[config.mk]
export PLATFORM = sky130hd
export DESIGN_NAME = raster_pixel_source
export DESIGN_NICKNAME = d
export VERILOG_FILES = /design/src/rtl/raster_pkg.sv /design/src/rtl/raster_sideband_delay.sv /design/src/rtl/raster_pixel_source.sv
export SDC_FILE = /design/constraint.sdc
export NUM_CORES = 1
export LEC_CHECK = 0
export CAP_MARGIN = 20
export CORE_MARGIN = 4
export CORE_UTILIZATION = 48
export CTS_CLUSTER_SIZE = 28
export DETAILED_ROUTE_END_ITERATION = 10
export GPL_TIMING_DRIVEN = 0
export PLACE_DENSITY_LB_ADDON = 0.2
export SLEW_MARGIN = 0
export SYNTH_ARGS = -nofsm -noshare
export SYNTH_HDL_FRONTEND = slang
export SYNTH_SLANG_ARGS = --single-unit
[constraint.sdc]
create_clock -name clk -period 2.15 [get_ports clk]
set_input_delay 0.215 -clock clk [delete_from_list [all_inputs] [get_ports clk]]
set_output_delay 0.215 -clock clk [all_outputs]
set_load 0.005 [all_outputs]
[src/rtl/raster_pkg.sv]
// Shared FSM state type and derived-width helpers for the raster pixel source.
// Latency: n/a (types and constant functions only); backpressure: n/a.
package raster_pkg;

   typedef enum logic [1:0] {IDLE, ACTIVE, HBLANK, VBLANK} raster_state_t;

   function automatic int max2(input int a, input int b);
      return (a > b) ? a : b;
   endfunction

   // Blank counter holds 0..max(H,V); kept at least 1 bit wide when both blanks are 0.
   function automatic int blank_cnt_width(input int h_blank, input int v_blank);
      return max2($clog2(max2(h_blank, v_blank) + 1), 1);
   endfunction

   function automatic int addr_width(input int cols, input int rows);
      return max2($clog2(cols * rows), 1);
   endfunction

endpackage

[src/rtl/raster_sideband_delay.sv]
// ce-gated shift register that aligns pixel sidebands with the memory read latency.
// Latency: DEPTH enabled cycles; backpressure: none, ce=0 freezes every stage.
module raster_sideband_delay #(
   parameter int DEPTH = 1,
   parameter int WIDTH = 1
) (
   input  logic             clk,
   input  logic             rst,
   input  logic             ce,
   input  logic [WIDTH-1:0] d,
   output logic [WIDTH-1:0] q,
   output logic             any_valid
);

   logic [WIDTH-1:0] stage [DEPTH];

   always_ff @(posedge clk) begin
      if (rst) begin
         for (int i = 0; i < DEPTH; i++) stage[i] <= '0;
      end else if (ce) begin
         stage[0] <= d;
         for (int i = 1; i < DEPTH; i++) stage[i] <= stage[i-1];
      end
   end

   // The valid flag travels in the MSB of each stage.
   always_comb begin
      any_valid = 1'b0;
      for (int i = 0; i < DEPTH; i++) any_valid = any_valid | stage[i][WIDTH-1];
   end

   assign q = stage[DEPTH-1];

endmodule

[src/rtl/raster_pixel_source.sv]
// Raster-scan streamer: reads a stored frame from synchronous memory, one pixel per enabled clock.
// Latency: mem_rd to pix_valid is MEM_LATENCY enabled cycles; backpressure: none, ce=0 freezes all state.
module raster_pixel_source
   import raster_pkg::*;
#(
   parameter int IMG_COL     = 640,
   parameter int IMG_ROW     = 480,
   parameter int PIXEL_WIDTH = 8,
   parameter int H_BLANK     = 16,
   parameter int V_BLANK     = 4,
   parameter int MEM_LATENCY = 1,
   parameter int ADDR_WIDTH  = addr_width(IMG_COL, IMG_ROW),
   parameter int COORD_WIDTH = 10
) (
   input  logic                   clk,
   input  logic                   rst,
   input  logic                   ce,
   input  logic                   start,
   input  logic                   continuous,
   output logic                   mem_rd,
   output logic [ADDR_WIDTH-1:0]  mem_addr,
   input  logic [PIXEL_WIDTH-1:0] mem_data,
   output logic [PIXEL_WIDTH-1:0] pix_out,
   output logic                   pix_valid,
   output logic [COORD_WIDTH-1:0] x_coord,
   output logic [COORD_WIDTH-1:0] y_coord,
   output logic                   sof,
   output logic                   eol,
   output logic                   eof,
   output logic                   busy,
   output logic [15:0]            frame_cnt
);

   localparam int BW  = blank_cnt_width(H_BLANK, V_BLANK);
   localparam int SBW = 4 + 2 * COORD_WIDTH;

   localparam logic [COORD_WIDTH-1:0] COL_LAST = COORD_WIDTH'(IMG_COL - 1);
   localparam logic [COORD_WIDTH-1:0] ROW_LAST = COORD_WIDTH'(IMG_ROW - 1);
   localparam logic [BW-1:0]          H_LAST   = BW'((H_BLANK > 0) ? H_BLANK - 1 : 0);
   localparam logic [BW-1:0]          V_LAST   = BW'((V_BLANK > 0) ? V_BLANK - 1 : 0);

   raster_state_t          state, state_n;
   logic [COORD_WIDTH-1:0] col, col_n;
   logic [COORD_WIDTH-1:0] row, row_n;
   logic [ADDR_WIDTH-1:0]  addr, addr_n;
   logic [BW-1:0]          blank_cnt, blank_n;
   logic                   frame_done;

   logic                   sof_rd, eol_rd, eof_rd;
   logic [SBW-1:0]         sb_d, sb_q;
   logic                   sb_any_valid;

   always_ff @(posedge clk) begin
      if (rst) begin
         state     <= IDLE;
         col       <= '0;
         row       <= '0;
         addr      <= '0;
         blank_cnt <= '0;
         frame_cnt <= '0;
      end else if (ce) begin
         state     <= state_n;
         col       <= col_n;
         row       <= row_n;
         addr      <= addr_n;
         blank_cnt <= blank_n;
         if (frame_done) frame_cnt <= frame_cnt + 16'd1;
      end
   end

   always_comb begin
      state_n    = state;
      col_n      = col;
      row_n      = row;
      addr_n     = addr;
      blank_n    = blank_cnt;
      frame_done = 1'b0;

      unique case (state)
         IDLE: begin
            if (start) begin
               state_n = ACTIVE;
               col_n   = '0;
               row_n   = '0;
               addr_n  = '0;
            end
         end
         ACTIVE: begin
            // Address runs linearly through the frame, so it simply tracks row*IMG_COL+col.
            addr_n = addr + ADDR_WIDTH'(1);
            if (col == COL_LAST) begin
               if (row == ROW_LAST) begin
                  if (V_BLANK > 0) begin
                     state_n = VBLANK;
                     blank_n = '0;
                  end else begin
                     frame_done = 1'b1;
                  end
               end else if (H_BLANK > 0) begin
                  state_n = HBLANK;
                  blank_n = '0;
               end else begin
                  col_n = '0;
                  row_n = row + COORD_WIDTH'(1);
               end
            end else begin
               col_n = col + COORD_WIDTH'(1);
            end
         end
         HBLANK: begin
            if (blank_cnt == H_LAST) begin
               state_n = ACTIVE;
               col_n   = '0;
               row_n   = row + COORD_WIDTH'(1);
            end else begin
               blank_n = blank_cnt + BW'(1);
            end
         end
         VBLANK: begin
            if (blank_cnt == V_LAST) frame_done = 1'b1;
            else                     blank_n    = blank_cnt + BW'(1);
         end
         default: state_n = IDLE;
      endcase

      // End of frame: continuous is sampled here to pick loop or stop.
      if (frame_done) begin
         state_n = continuous ? ACTIVE : IDLE;
         col_n   = '0;
         row_n   = '0;
         addr_n  = '0;
      end
   end

   assign mem_rd   = (state == ACTIVE);
   assign mem_addr = addr;

   assign sof_rd = mem_rd && (col == '0) && (row == '0);
   assign eol_rd = mem_rd && (col == COL_LAST);
   assign eof_rd = eol_rd && (row == ROW_LAST);
   assign sb_d   = {mem_rd, col, row, sof_rd, eol_rd, eof_rd};

   raster_sideband_delay #(
      .DEPTH (MEM_LATENCY),
      .WIDTH (SBW)
   ) u_sideband (
      .clk       (clk),
      .rst       (rst),
      .ce        (ce),
      .d         (sb_d),
      .q         (sb_q),
      .any_valid (sb_any_valid)
   );

   assign {pix_valid, x_coord, y_coord, sof, eol, eof} = sb_q;

   // mem_data is captured on the MEM_LATENCY-th enabled edge after its read, alongside the sidebands.
   always_ff @(posedge clk) begin
      if (rst)     pix_out <= '0;
      else if (ce) pix_out <= mem_data;
   end

   assign busy = (state != IDLE) || sb_any_valid;

endmodule

* Word level (Yosys, flattened, before mapping)
Memories as Yosys holds them, arrays and structs flattened.
Cells that the tools add are included.
W data, S select, Z words.
** Word-level totals
- Register bits after elaboration :: 70
- Bits in writable memories :: 24
- Output and inout port bits :: 69
- Memories :: 1
** Memory list
- u_sideband.stage :: words 1, bits a word 24, read ports 1, clocked after memory_dff 0, wr ports 1, RTL line raster_sideband_delay.sv:15 : logic [WIDTH-1:0] stage [DEPTH];
** Operators by class
- $add $sub $neg :: 5
- Equal/unequal tests :: 14
- Mux-type cells :: 31
- Reductions and logical operators :: 20
** Operator list (number)
- $mux W10 :: 6
- $mux W19 :: 2
- $pmux W19 S2 :: 1
- $pmux W10 S3 :: 1
- $mux W24 :: 1
- $reduce_or A24 Y1 :: 1
- $add A10 B1 Y10 const B :: 2
- $logic_not A10 Y1 :: 2
- $pmux W10 S2 :: 1
- $add A19 B1 Y19 const B :: 1
- $add A16 B1 Y16 const B :: 1
- $mux W5 :: 3
- $pmux W5 S3 :: 1
- $reduce_and A5 Y1 :: 3
- $eq A10 B10 Y1 const B :: 1
- $eq A10 B9 Y1 const B :: 1
- $mux W1 :: 10
- $ne A3 B3 Y1 const B :: 3
- $reduce_bool A3 Y1 :: 3
- $mux W2 :: 4
- $pmux W2 S3 :: 1
- $add A5 B1 Y5 const B :: 1
- $eq A5 B2 Y1 const B :: 1
- $eq A5 B4 Y1 const B :: 1
- other kinds (13) :: 18

* Logic depth before layout (Yosys ltp)
- Word-level depth :: 5
- Depth in mapped cells :: 8

* Modules after synthesis
Synthesis repeated with hierarchy kept, for this count alone.
** Second synthesis, totals
- Cells, all modules :: 500
- Area total of the unflattened synthesis :: 4714.5 um^2
** By module, submodules not included
- raster_pixel_source :: times used 1, cells each 446, area an instance 3719.8 um^2
- raster_sideband_delay :: times used 1, cells each 54, area an instance 994.7 um^2

* Least setup slack after synthesis
Ideal clock, no wire load.
- Path kind :: reg-to-reg
- Start :: register blank_cnt[0]
- End :: register addr[18] (netlist: mem_addr[18])
- Library setup time :: 0.118 ns
- Arrival time :: 2.054 ns
- Data required time :: 2.032 ns
- Path slack :: -0.022 ns
- Stages on the path, launching flop included :: 7
- Cell sequence :: dfxtp_1 -> ha_1 -> or4b_4 -> o22a_1 -> buf_6 -> or4b_1 -> mux2i_1
** On the way
- Word-level cells in the longest chain between the ends :: 5
- Elaborated cells on any way between the ends :: 7
- Those cells by class :: eq/ne (2); mux (3); reduce/logical (2)
** RTL lines
- start, declared :: RTL line raster_pixel_source.sv:46 : logic [BW-1:0] blank_cnt, blank_n;
- start signal, assigned :: RTL line raster_pixel_source.sv:66 : blank_cnt <= blank_n;
- $eq A5 B2 Y1 (*) :: RTL line raster_pixel_source.sv:120 : if (blank_cnt == V_LAST) frame_done = 1'b1;
- $mux W1 (*) :: RTL line raster_pixel_source.sv:120
- $mux W1 (*)
- $ne A3 B3 Y1 (no source line) or $reduce_bool A3 Y1 (tied branches)
- $reduce_and A3 Y1 (no source line)
- end signal, assigned :: RTL line raster_pixel_source.sv:65 : addr <= addr_n;
- end, declared :: RTL line raster_pixel_source.sv:45 : logic [ADDR_WIDTH-1:0] addr, addr_n;
Every way passes the cells marked *; elsewhere a longest branch is shown, timed or not.
A chain may end at the register's enable or synchronous reset.

* Final worst setup path
- Start :: register blank_cnt[1]
- End :: register addr[18] (netlist: mem_addr[18])
Same word-level chain as after synthesis.

==> impl_metrics.tcl <==
set metrics [dict create \
    clockBufferDepth 2 \
    met3WireLength_um 774 \
    slew_viol_final 0 \
    final_antenna_net_count 0 \
    yosysSeqAreaShare 0.4662 \
    placed_cell_area_um2 5518 \
    cts_tree "built" \
    synthCells 494 \
    crit_top_cell "or4b_4" \
    rsz0062_at_grt "true" \
    drt-met1-wl_um 5219 \
    fin_skew_ps 14.24 \
    die_h_um 105.4 \
    power.leakage_nw 2.002 \
    avgSynthCellArea_um2 9.214 \
    ys.flop_type "dfxtp_1" \
    top_layer "met4" \
    ys_ff_latch 94 \
    overflow 0 \
    drc 0 \
    grt_usage 0.2096 \
    fmax_ghz 0.4627 \
    drt_wl_total_um 11840 \
    slowest_delay_ps 530 \
    timing.final.ws_setup_ps -11.24 \
    synthDistinctLibCells 63 \
    cpMaxStageDelayCell "or4b_4" \
    stdcell_count 725 \
    hp-class "in -> reg" \
    io_buffer_count 80 \
    critPathMaxFanout 5 \
    clock_sinks 94 \
    dr_wl_met2_um 5661 \
    min_period_over_period 1.005 \
    hpwl_um 8301 \
    cts_made_buffers 9 \
    worst_slew_pin_slew_ps 773.6 \
    syn_area_um2 4552 \
    clk_pin_slew_ps 90 \
    synth_warnings 0 \
    status "finished with violations" \
    area_growth_pct 31.12 \
    relSlewSlack 0.4812 \
    cp_cell_sequence "ha_4, or4b_4, o22a_4, buf_6, or4b_4, mux2i_1" \
    grt_max_degree 25 \
    first_pass_iters 5 \
    first_global_vias 4018 \
    syn_nets 515 \
    stdcell_area_um2 5968 \
    place.gp.congestion 0.9152 \
    cts_max_level 3 \
    async_flop_share 0 \
    period_minus_slack_ps 2161 \
    antennaDiodeCount 0 \
    cp_top_family "simple AND/OR/NAND/NOR gates" \
    tns_ps -11.24 \
    die_w_um 105.4 \
    coreArea_um2 9240 \
    cts-root-buf "clkbuf_8" \
    first_iter_violations 326 \
    clk_latency_ps 370 \
    cp_data_required_time_ps 2410 \
    critPathKind "reg -> reg" \
    start_kind "flop" \
    row_count 35 \
    timing.hold.ws_ps 454.6 \
    power_density_nw_per_um2 581.0 \
    violations "negative setup slack" \
    antenna_found_initial 0 \
    wl_per_cell_um 16.33 \
    io_pins 82 \
    start_util 0.4926 \
    dr_total_vias 4280 \
    viasPerCell 5.903 \
    timing.final.hold_violations 0 \
    setup_viol 1 \
    crit_buf_inv 1 \
    vdd_drop_max_mv 0.3480 \
    drv_cap 0 \
    synth_edf_count 24 \
    dpl.cell_count 703 \
    drive_above_1_share 0.1208 \
    die-area_um2 11100 \
    arrival_ps 2420 \
    crit_path_end_kind "flop" \
    grt_pass1_wl_um 19330 \
    nNetsFinal 612 \
]
==> flip-flops by register name, indices dropped and copies added (netlist names) <==
name	flops
blank_cnt	5
pix_out	8
u_sideband.stage	24
row	10
state	2
frame_cnt	16
col	10
mem_addr	19
==> area by class of cell <==
class                   instances  area [µm²]
fillers                       783        3272
multi-input cells             354        2386
flip-flops and latches         94        2132
repair buffers                 86       852.1
plain buffers                  28       165.2
well taps                     129       161.4
clock buffers                  11       141.4
inverters                      18       71.32
clock inverters                 5       58.81
==> layout by cell type (no fill, tap or decap), drive strengths merged, types with 4 or more instances in the layout <==
cell           instances
xor2                   4
clkbuf                32
clkdlybuf4s50         79
a31oi                  4
o21ai                 16
or4                   27
nand4                 13
ha                     8
buf                   13
nand2b                 4
and2                  22
nand2                 37
nand3                 31
nor3                   5
a311oi                 4
edfxtp                24
inv                   17
nor4                   7
and4                   7
mux2i                 10
or3                    6
a21oi                 42
o31ai                 26
dfxtp                 70
nor2                  25
and3                   8
==> layer usage <==
layer,vias up,GRT usage
met5,-,0
met2,146,0.3443
met1,2032,0.2761
met3,23,0.04348
li1,2079,-
met4,0,0.06748
==> where the power goes <==
group / switching (mW) / internal, mW / leakage (nW) / total, mW
Clock: 0.630 / 0.571 / 0.0972 / 1.20
Sequential: 0.0228 / 1.85 / 0.834 / 1.87
Combinational: 0.219 / 0.177 / 1.07 / 0.396
==> synthesized netlist by cell type (3+ instances only) <==
cell type | instances | area, µm²
dfxtp_1 | 70 | 1401
a21oi_1 | 42 | 210.2
nand2_1 | 37 | 138.9
nand3_1 | 31 | 155.2
or4_1 | 27 | 202.7
o31ai_1 | 26 | 195.2
nor2_1 | 25 | 93.84
edfxtp_1 | 24 | 720.7
clkbuf_1 | 23 | 86.33
and2_1 | 22 | 137.6
inv_1 | 17 | 63.81
o21ai_0 | 15 | 75.07
nand4_1 | 13 | 81.33
mux2i_1 | 10 | 100.1
and3_1 | 8 | 50.05
ha_1 | 8 | 100.1
and4_1 | 7 | 61.31
nor4_1 | 7 | 43.79
or3_1 | 6 | 37.54
nor3_1 | 5 | 25.02
a311oi_1 | 4 | 35.03
a31oi_1 | 4 | 25.02
nand2b_1 | 4 | 25.02
xor2_1 | 4 | 35.03
a41oi_1 | 3 | 26.28
buf_1 | 3 | 11.26
nor2b_1 | 3 | 18.77
==> metrics by stage <==
step | setup slack [ps] | total power, mW | util
2_1_floorplan | 7.007 | 2.094 | -
3_3_place_gp | -485.7 | 2.252 | 0.5972
3_5_place_dp | -490.5 | 2.259 | 0.5972
4_1_cts | -23.92 | 3.463 | 0.6333
5_1_grt | -75.16 | 3.585 | 0.6459
6_report | -11.24 | 3.468 | 0.6459
==> repair_timing <==
| item | 4_1_cts | 5_1_grt |
|---|---|---|
| endpoints found under the setup margin | 75 | 54 |
| resized for setup | 30 | 35 |
| cloned | 1 | 0 |
| buffers inserted | 4 | 1 |
| pin swaps | 3 | 7 |
| hold buffers | 0 | 0 |
==> worst register-to-register path, cell delays in order (launching register included) <==
cell and delay [ps]:
dfxtp_4 370, ha_4 150, or4b_4 480, o22a_4 270
buf_6 140, or4b_4 530, mux2i_1 130
==> worst paths after layout <==
path	depth (start not counted)	slack, ps	from	end
setup / recovery	6	-10	blank_cnt[1]	mem_addr[18]
hold / removal	3	450	rst	mem_addr[13]
setup reg to reg	6	-10	blank_cnt[1]	mem_addr[18]
hold reg to reg	2	490	mem_addr[18]	mem_addr[18]
==> cells by family after synthesis <==
logic type / synth area share
compound gates: 0.1817
mux: 0.02446
fa+ha+maj: 0.02199
flops: 0.4662
buf+inv: 0.03985
xor+xnor: 0.007696
simple gates: 0.2581
Power figures use the tool's default switching activity.
